## config.mk

```make
export PLATFORM = sky130hd
export DESIGN_NAME = uart_hd_xcvr
export DESIGN_NICKNAME = d
export VERILOG_FILES = /design/src/rtl/uart_hd_xcvr.sv
export SDC_FILE = /design/constraint.sdc
export NUM_CORES = 1
export LEC_CHECK = 0
export CAP_MARGIN = 10
export CORE_MARGIN = 2
export CORE_UTILIZATION = 56
export DETAILED_ROUTE_END_ITERATION = 10
export GPL_ROUTABILITY_DRIVEN = 0
export GPL_TIMING_DRIVEN = 1
export HOLD_SLACK_MARGIN = 0.08
export PLACE_DENSITY = 0.8
export SLEW_MARGIN = 20
export SYNTH_ARGS = -nofsm -noshare
export SYNTH_HDL_FRONTEND = slang
export SYNTH_SLANG_ARGS = --single-unit
```

## constraint.sdc

```tcl
create_clock -name clk -period 2.31 [get_ports clk]
set_input_delay 0.462 -clock clk [delete_from_list [all_inputs] [get_ports clk]]
set_output_delay 0.462 -clock clk [all_outputs]
set_load 0.03 [all_outputs]
```

## src/rtl/uart_hd_xcvr.sv

```systemverilog
// Half-duplex UART transceiver: one shared FSM arbitrates a single serial line
// between transmit and receive, with parity, turnaround guard and RX error flags.
module uart_hd_xcvr #(
  parameter int unsigned DATA_W       = 8,
  parameter int unsigned CLKS_PER_BIT = 16,
  parameter int unsigned STOP_BITS    = 1,
  parameter int unsigned TURNAROUND   = 2
) (
  input  logic              clk,
  input  logic              rst,
  input  logic [1:0]        parity_mode,
  input  logic              tx_start,
  input  logic [DATA_W-1:0] tx_data,
  output logic              tx_busy,
  output logic              tx_done,
  output logic [DATA_W-1:0] rx_data,
  output logic              rx_valid,
  output logic              rx_parity_err,
  output logic              rx_frame_err,
  output logic              line_tx,
  output logic              line_oe,
  input  logic              line_rx
);

  localparam int unsigned GUARD_CYC = (TURNAROUND * CLKS_PER_BIT > 0) ? TURNAROUND * CLKS_PER_BIT : 1;
  localparam int unsigned CNT_MAX   = (GUARD_CYC > CLKS_PER_BIT) ? GUARD_CYC : CLKS_PER_BIT;
  localparam int unsigned CNT_W     = $clog2(CNT_MAX);
  localparam int unsigned IDX_W     = $clog2(DATA_W);
  localparam int unsigned HALF      = CLKS_PER_BIT / 2;

  typedef enum logic [3:0] {
    IDLE, TX_START, TX_DATA, TX_PAR, TX_STOP,
    RX_START, RX_DATA, RX_PAR, RX_STOP, GUARD
  } state_t;

  state_t              state, state_nx;
  logic [CNT_W-1:0]    cnt;
  logic [IDX_W-1:0]    bit_idx;
  logic                sync1, rxs, rxs_q;
  logic [DATA_W-1:0]   tx_shift, rx_shift;
  logic                tx_par, rx_par, par_en, par_odd, dir_tx;
  logic                line_tx_d, line_oe_d, busy_d, done_d, valid_d;

  logic rx_fall, bit_tick, half_tick, guard_end, last_data, last_stop, accept, rx_begin;
  assign rx_fall   = rxs_q & ~rxs;
  assign bit_tick  = (cnt == CNT_W'(CLKS_PER_BIT - 1));
  assign half_tick = (cnt == CNT_W'(HALF - 1));
  assign guard_end = (cnt == CNT_W'(GUARD_CYC - 1));
  assign last_data = (bit_idx == IDX_W'(DATA_W - 1));
  assign last_stop = (bit_idx == IDX_W'(STOP_BITS - 1));
  assign rx_begin  = (state == IDLE) && rx_fall;
  assign accept    = (state == IDLE) && tx_start && !rx_fall;

  // Line input synchroniser plus edge-detect stage
  always_ff @(posedge clk or negedge rst) begin
    if (!rst) begin
      sync1 <= 1'b1;
      rxs   <= 1'b1;
      rxs_q <= 1'b1;
    end else begin
      sync1 <= line_rx;
      rxs   <= sync1;
      rxs_q <= rxs;
    end
  end

  // State register
  always_ff @(posedge clk or negedge rst) begin
    if (!rst) state <= IDLE;
    else      state <= state_nx;
  end

  // Next-state logic; receive wins a same-cycle tie with tx_start
  always_comb begin
    state_nx = state;
    case (state)
      IDLE:     if (rx_fall) state_nx = RX_START;
                else if (tx_start) state_nx = TX_START;
      TX_START: if (bit_tick) state_nx = TX_DATA;
      TX_DATA:  if (bit_tick && last_data) state_nx = par_en ? TX_PAR : TX_STOP;
      TX_PAR:   if (bit_tick) state_nx = TX_STOP;
      TX_STOP:  if (bit_tick && last_stop) state_nx = GUARD;
      RX_START: if (half_tick) state_nx = rxs ? IDLE : RX_DATA;
      RX_DATA:  if (bit_tick && last_data) state_nx = par_en ? RX_PAR : RX_STOP;
      RX_PAR:   if (bit_tick) state_nx = RX_STOP;
      RX_STOP:  if (bit_tick) state_nx = GUARD;
      GUARD:    if (guard_end) state_nx = IDLE;
      default:  state_nx = IDLE;
    endcase
  end

  // Next values of the registered outputs, decoded from the current state
  always_comb begin
    line_tx_d = 1'b1;
    line_oe_d = 1'b0;
    busy_d    = (state != IDLE);
    done_d    = 1'b0;
    valid_d   = 1'b0;
    case (state)
      TX_START: begin line_tx_d = 1'b0;        line_oe_d = 1'b1; end
      TX_DATA:  begin line_tx_d = tx_shift[0]; line_oe_d = 1'b1; end
      TX_PAR:   begin line_tx_d = tx_par;      line_oe_d = 1'b1; end
      TX_STOP:  begin line_tx_d = 1'b1;        line_oe_d = 1'b1; end
      RX_STOP:  valid_d = bit_tick;
      GUARD:    done_d  = dir_tx && (cnt == '0);
      default:  ;
    endcase
  end

  // Output registers; async reset drops the line driver immediately
  always_ff @(posedge clk or negedge rst) begin
    if (!rst) begin
      line_tx  <= 1'b1;
      line_oe  <= 1'b0;
      tx_busy  <= 1'b0;
      tx_done  <= 1'b0;
      rx_valid <= 1'b0;
    end else begin
      line_tx  <= line_tx_d;
      line_oe  <= line_oe_d;
      tx_busy  <= busy_d;
      tx_done  <= done_d;
      rx_valid <= valid_d;
    end
  end

  // Bit timing counter and bit index, restarted on every state change
  always_ff @(posedge clk or negedge rst) begin
    if (!rst) begin
      cnt     <= '0;
      bit_idx <= '0;
    end else if (state_nx != state || state == IDLE) begin
      cnt     <= '0;
      bit_idx <= '0;
    end else if (state != GUARD && bit_tick) begin
      cnt     <= '0;
      bit_idx <= bit_idx + IDX_W'(1);
    end else begin
      cnt     <= cnt + CNT_W'(1);
    end
  end

  // Frame datapath: capture at frame start, shift per bit, publish RX result
  always_ff @(posedge clk or negedge rst) begin
    if (!rst) begin
      tx_shift      <= '0;
      tx_par        <= 1'b0;
      rx_shift      <= '0;
      rx_par        <= 1'b0;
      par_en        <= 1'b0;
      par_odd       <= 1'b0;
      dir_tx        <= 1'b0;
      rx_data       <= '0;
      rx_parity_err <= 1'b0;
      rx_frame_err  <= 1'b0;
    end else begin
      if (accept || rx_begin) begin
        par_en  <= (parity_mode == 2'b01) || (parity_mode == 2'b10);
        par_odd <= (parity_mode == 2'b10);
        dir_tx  <= accept;
      end
      if (accept) begin
        tx_shift <= tx_data;
        tx_par   <= (^tx_data) ^ (parity_mode == 2'b10);
      end
      if (state == TX_DATA && bit_tick) tx_shift <= tx_shift >> 1;
      if (state == RX_DATA && bit_tick) rx_shift <= {rxs, rx_shift[DATA_W-1:1]};
      if (state == RX_PAR && bit_tick)  rx_par   <= rxs;
      if (state == RX_STOP && bit_tick) begin
        rx_data       <= rx_shift;
        rx_parity_err <= par_en & ((^rx_shift) ^ rx_par ^ par_odd);
        rx_frame_err  <= ~rxs;
      end
    end
  end

endmodule

```

==> key figures, run 1 <==
Pwr
  • NetSw: 963 uW
  • Sequential Power Share: 45.2%
  • Internal cell power: 1730 uW
  • PwrDens: 871 nW/um^2
  • Gate power share: 36.5%
  • Leak Pwr: 0.00142 uW
  • Clk network pwr share: 18.3%
  • Worst VDD drop: 0.595 mV
  • Share of total power consumed by net switching: 35.7%

Synthesis
  • Count of warnings emitted by yosys: 0
  • Count leader, synth: sky130_fd_sc_hd__dfrtp_1
  • Synth top area cells: sky130_fd_sc_hd__dfrtp_1, sky130_fd_sc_hd__mux2_2, sky130_fd_sc_hd__xnor2_1
  • Share of synthesized area occupied by flip-flops and latches: 47.9%
  • Net count after synthesis: 247
  • Synthesized area divided by synthesized cell count: 11.8 um^2
  • Gate count of the mapped netlist: 227
  • Share of async-settable or async-resettable flops after synthesis: 100%
  • Top-area cell type share of the netlist area: 43.9%
  • Netlist area before placement: 2680 um^2
  • Yosys reg bits: 51
  • Synth cell types: 52
  • Cell type with the highest aggregate area in the netlist: sky130_fd_sc_hd__dfrtp_1
  • Post-synth EDFFs: 0
  • Prevailing post-synth register cell: sky130_fd_sc_hd__dfrtp_1
  • Post-synth top cells: sky130_fd_sc_hd__dfrtp_1, sky130_fd_sc_hd__nor2_1, sky130_fd_sc_hd__xnor2_1, sky130_fd_sc_hd__mux2_2, sky130_fd_sc_hd__inv_1

Floorplan
  • # rows: 25
  • Core area: 4660 um^2
  • Initial cell density of the core: 57.4%
  • Width of the die: 73.1 um
  • I/O pin cnt: 29
  • Die Area: 5350 um^2
  • Vert. Die Dim: 73.1 um

Detailed routing
  • Number of vias per cell: 5.68
  • Via count of the routed design: 1790
  • Remaining design rule violation count: 0
  • Wire per inst: 15.2 um
  • Final wirelength: 4.79 mm
  • Antenna-violating nets left: 0
  • Initial DRT Pass Iterations: 4
  • Number of DRC markers after the initial detailed-route iteration: 115

Clock network
  • Clock slew seen by the registers of the worst setup and hold paths: 90 ps
  • Clock tree from TritonCTS: yes
  • Worst skew pair latency: 300 ps
  • Buffer cell driving the clock tree root: sky130_fd_sc_hd__clkbuf_8
  • Hold_buf cts: 0
  • CTS-repair resized insts: 0
  • CTS H-tree lvls: 2
  • Worst-case clock buffer depth: 2
  • Postcts setup bufs: 0
  • # clock sinks: 51
  • Number of clock buffers inserted by TritonCTS: 5

GRT
  • Largest net degree at the start of global routing: 33
  • Wire length of the first global-routing pass: 8.03 mm
  • Number of antenna violations at the first check in global routing: 0
  • Via count of the first global-routing pass: 1719
  • Remaining Overflow, GRT: 0
  • Total GRT Usage: 19.7%

Worst setup path
  • FF-to-FF setup slack: 370 ps
  • Class of the most critical setup path: reg -> reg
  • Worst R2R End: rx_data[7]$_DFFE_PN0P_
  • Data required, critical path: 2500 ps
  • Worst r2r src: cnt[0]$_DFF_PN0_
  • CP endpoint kind: flip-flop
  • Largest stage delay, worst path: 400 ps
  • Cell Chain, Critical Path: ha_1, and3b_4, and2_4, and3_4, mux2_2
  • Arrival time at the worst endpoint: 2140 ps
  • Startpoint types: flip-flop
  • Worst-path maximum fanout: 12
  • Register-to-Register Path Depth: 5
  • Slowest cell on crit path: sky130_fd_sc_hd__dfrtp_1

Timing
  • Max Clk Rate: 514 MHz
  • Tightest slew margin relative to the limit: 66.0%
  • Crit path time final: 1940 ps
  • Slew of the pin with the lowest slew margin: 506 ps
  • Setup repair after global routing missed its margin: false
  • Layout Skew: 6.89 ps
  • Final worst path period share: 84.2%
  • Total negative slack for setup checks: 0 ps
  • Number of endpoints with negative hold slack in the final report: 0
  • Slew Viols, Final: 0
  • Setup violators final: 0

Outcome
  • Run status: finished clean

Final layout
  • Share of layout cells above drive strength 1: 21.1%
  • N_diodes: 0
  • Area of all sequential standard cells: 1280 um^2
  • Area added between synthesis and finish: 15.7%
  • Filler cell count in the final layout: 361
  • Total Nets Final: 280
  • Area of combinational cells with multiple inputs: 1260 um^2
  • Final standard cell utilization of the core: 66.4%

Hold path
  • Tightest Hold Check Type: in -> async

Flow run
  • Maximum Capacitance Violations: 0

Place
  • Detailed placement HPWL: 3.47 mm
  • # port buffers: 28
[state kept, by name, summed over array words and instances (netlist names), 3 cells and up]
name and flops:
rx_data 8, tx_shift 8, rx_shift 8, bit_idx 3
state 4, cnt 5
[metrics by stage]
stage	setup WS (ps)	hold WS, ps	total power, uW	cell area [um^2]	instances
after floorplan	457	166	1990	2680	227
after global placement	224	346	2190	3010	307
after detailed placement	150	347	2220	3010	307
after CTS	356	117	2710	3100	315
after global routing	230	133	2880	3100	315
final	365	115	2700	3100	315
[power groups by stage]
| stage | combinational (uW) | sequential, uW | clock (uW) |
|---|---|---|---|
| floorplan | 769 | 1220 | 0 |
| global placement | 957 | 1230 | 0 |
| detailed placement | 981 | 1240 | 0 |
| CTS | 983 | 1220 | 512 |
| global route | 1090 | 1240 | 548 |
| finish | 985 | 1220 | 494 |
[critical path, delay by kind of cell, from the launching register on]
kind          cells  cell delay [ps]
fa+ha+maj         1              280
flops             1              400
simple gates      3              780
mux               1              370
[how the worst max path moves through the flow]
stage / end / slack [ps] / startpoint / depth (start not counted)
final: rx_data[7]$_DFFE_PN0P_ / 370 / cnt[0]$_DFF_PN0_ / 5
after global routing: bit_idx[2]$_DFFE_PN0P_ / 230 / cnt[0]$_DFF_PN0_ / 6
after CTS: line_tx / 360 / line_tx$_DFF_PN1_ / 1
after detailed placement: tx_par$_DFFE_PN0P_ / 150 / parity_mode[0] / 8
after global placement: tx_par$_DFFE_PN0P_ / 220 / parity_mode[0] / 8
after floorplan: rx_data[1]$_DFFE_PN0P_ / 460 / cnt[0]$_DFF_PN0_ / 7
[layout make-up]
cell class	count	share of cell area [%]
Clock buffer	5	2.22
Inverter	12	1.45
Tap cell	54	2.18
Clock inverter	3	0.485
Sequential cell	51	41.4
Timing Repair Buffer	37	11.5
Multi-Input combinational cell	153	40.8
[cell usage in the layout (no fill, tap or decap), drive strengths merged, types with 5 or more instances in the layout]
master | netlist | routed
o21ai | 8 | 8
clkbuf | 1 | 5
ha | 6 | 6
a21oi | 5 | 5
xnor2 | 16 | 16
a21o | 8 | 8
clkdlybuf4s50 | 0 | 27
buf | 10 | 10
mux2i | 5 | 5
dfrtp | 47 | 47
mux2 | 19 | 19
inv | 12 | 12
nand2 | 9 | 9
nor2 | 19 | 19
a22o | 7 | 7
[per-layer routing]
layer | wire length [um] | share of wire, % | up-vias | global-route usage, %
met2 | 2340 | 49 | 44 | 30.3
met4 | 87 | 1.8 | 0 | 7.61
li1 | - | - | 859 | -
met1 | 2180 | 46 | 880 | 26.9
met5 | 0 | 0 | - | 0
met3 | 186 | 3.9 | 7 | 4.97
[logic make-up (layout without fill, tap and decap cells)]
family	Yosys count	count (layout)	synth area share [%]
xor gates and xnor gates	21	21	7.38
AOI/OAI and AO/OA	40	40	11.1
DFF	51	51	47.9
adders and majority gates	6	6	2.80
muxes	24	24	10.7
buffers and inverters	23	57	4.95
and+or+nand+nor	62	62	15.2
Power figures use the tool's default switching activity.
==> run 2: changes to the inputs <==
clock period = 1.9 ns   (was 2.31 ns; I/O delays follow)
==> run 2 against run 1 <==
Largest power group unchanged; total power is 31% higher; clock power up 27%; critical path type unchanged; sequential cell count is the same; worst setup slack lost 330 ps; critical endpoint is now cnt[0]$_DFF_PN0_.
==> key figures, run 2 (synthesis gave the netlist of run 1 again) <==
Floorplan
  • Vert. Die Dim: 73.1 um
  • # rows: 25
  • Width of the die: 73.1 um
  • Initial cell density of the core: 57.4%
  • I/O pin cnt: 29
  • Core area: 4660 um^2
  • Die Area: 5350 um^2

Final layout
  • Share of layout cells above drive strength 1: 30.3%
  • Area added between synthesis and finish: 24.2%
  • N_diodes: 0
  • Largest registers ranked by flip-flop count: rx_data (8), rx_shift (8), tx_shift (8)
  • Final design instance area without fill: 3320 um^2
  • Highest-count cells in the layout ignoring fill and taps: sky130_fd_sc_hd__dfrtp_1, sky130_fd_sc_hd__clkdlybuf4s50_1, sky130_fd_sc_hd__buf_4
  • Final standard cell utilization of the core: 71.3%
  • Filler cell count in the final layout: 309
  • Area of all sequential standard cells: 1280 um^2
  • Area of combinational cells with multiple inputs: 1360 um^2
  • Total Nets Final: 296
  • Most common cell after layout, fill and taps aside: sky130_fd_sc_hd__dfrtp_1

Timing
  • Crit path time final: 1870 ps
  • Layout Skew: 3.55 ps
  • Setup repair after global routing missed its margin: true
  • Final worst path period share: 98.3%
  • Total negative slack for setup checks: 0 ps
  • Hold Worst Slack: 363 ps
  • Setup violators final: 0
  • Slew of the pin with the lowest slew margin: 477 ps
  • Max Clk Rate: 536 MHz
  • Tightest slew margin relative to the limit: 68.2%
  • Number of endpoints with negative hold slack in the final report: 0
  • Slew Viols, Final: 0

Worst setup path
  • Data required, critical path: 2130 ps
  • Worst R2R End: cnt[0]$_DFF_PN0_
  • Slowest cell on crit path: sky130_fd_sc_hd__dfrtp_1
  • Timing startpoint of the critical path: state[2]$_DFF_PN0_
  • Class of the most critical setup path: reg -> reg
  • Register-to-Register Path Depth: 6
  • Largest stage delay, worst path: 510 ps
  • Worst r2r src: state[2]$_DFF_PN0_
  • Cell Chain, Critical Path: buf_4, nor3b_4, nand2_1, a31oi_2, o221ai_4, nor3_2
  • Arrival time at the worst endpoint: 2090 ps
  • FF-to-FF setup slack: 30 ps
  • Worst path buffer plus inverter count: 1
  • Startpoint types: flip-flop
  • CP endpoint kind: flip-flop
  • Worst-path maximum fanout: 8
  • CP delay by family, top: simple AND/OR/NAND/NOR gates

GRT
  • Largest net degree at the start of global routing: 34
  • Total GRT Usage: 20.9%
  • Wire length of the first global-routing pass: 8.56 mm
  • Remaining Overflow, GRT: 0
  • Number of antenna violations at the first check in global routing: 0
  • Via count of the first global-routing pass: 1852

Detailed routing
  • Wire per inst: 15.8 um
  • Number of DRC markers after the initial detailed-route iteration: 171
  • Initial DRT Pass Iterations: 4
  • Routed met1 length: 2.24 mm
  • Highest routed metal layer: met4
  • Antenna-violating nets left: 0
  • Via count of the routed design: 1888
  • Number of vias per cell: 5.70
  • Remaining design rule violation count: 0
  • Final wirelength: 5.24 mm
  • Routed wl met3: 235 um
  • Met2 WL post-DR: 2.68 mm

Outcome
  • Run status: finished clean

Clock network
  • Worst-case clock buffer depth: 2
  • Clock slew seen by the registers of the worst setup and hold paths: 90 ps
  • CTS H-tree lvls: 2
  • # clock sinks: 51
  • Clock tree from TritonCTS: yes
  • Worst skew pair latency: 300 ps
  • Buffer cell driving the clock tree root: sky130_fd_sc_hd__clkbuf_8
  • Number of clock buffers inserted by TritonCTS: 5

Hold path
  • Hold Crit Start: sync1$_DFF_PN1_
  • Tightest Hold Check Type: reg -> reg
  • Endpoint of the worst hold path: rxs$_DFF_PN1_
  • Hold Crit Depth: 0

Place
  • Detailed placement HPWL: 3.52 mm
  • # port buffers: 28
  • Placed Area: 3090 um^2

Pwr
  • PwrDens: 1060 nW/um^2
  • Worst VDD drop: 0.647 mV
  • Leak Pwr: 0.00153 uW

Flow run
  • Maximum Capacitance Violations: 0
run 2: cell types whose count changed in the layout (fill, tap and decap cells not counted), sizes merged:
| cell | change |
|---|---|
| buf | +15 |
| dlygate4sd3 | +1 |
| clkdlybuf4s50 | -1 |
| dlymetal6s2s | +1 |
| clkinvlp | +1 |
| clkinv | -1 |
run 2: worst max path at each step:
stage,slack (ps),to,cells after the start
after detailed placement,-130,tx_par$_DFFE_PN0P_,8
after floorplan,50,rx_data[1]$_DFFE_PN0P_,7
after CTS,10,cnt[3]$_DFF_PN0_,7
final,30,cnt[0]$_DFF_PN0_,6
after global routing,-70,cnt[0]$_DFF_PN0_,7
after global placement,-100,tx_par$_DFFE_PN0P_,8
run 2: where the power goes:
part / switching (uW) / leakage, uW / internal (uW)
Combinational: 748 / 0.000822 / 664
Clock: 362 / 0.0000443 / 264
Sequential: 181 / 0.000661 / 1320
Total: 1290 / 0.00153 / 2240
run 2: cell type report:
cell class | count | share of cell area, %
multi-input cells | 153 | 40.8
clock buffers | 5 | 2.07
well taps | 54 | 2.03
clock inverters | 3 | 0.753
inverters | 12 | 1.35
repair buffers | 53 | 14.5
flip-flops and latches | 51 | 38.5
run 2: stage by stage:
stage | std cells | total power, uW | worst slack, ps
6_report | 331 | 3540 | 32.7
5_1_grt | 331 | 3740 | -72.4
4_1_cts | 326 | 3460 | 11.7
3_5_place_dp | 317 | 2780 | -134
3_3_place_gp | 317 | 2740 | -105
2_1_floorplan | 227 | 2420 | 47.1
run 2: worst register-to-register path, delay by kind of cell (launching register included):
family                 cells  cell delay (ps)
AND/OR/NAND/NOR            3              610
flip-flops                 1              510
AO/OA/AOI/OAI              2              460
buffers and inverters      1              210
run 2: timing repair:
| action | in CTS | in global routing |
|---|---|---|
| hold endpoints to repair | 17 | 0 |
| hold buffers | 1 | 0 |
| pin swaps | 0 | 8 |
| endpoints found under the setup margin | 2 | 11 |
| resized for setup | 2 | 18 |
| buffers inserted | 0 | 5 |
run 2: layer usage:
layer	GRT usage, %	up-vias
met3	2.90	9
met4	8.44	0
li1	-	893
met5	0	-
met2	33.4	60
met1	28.6	926
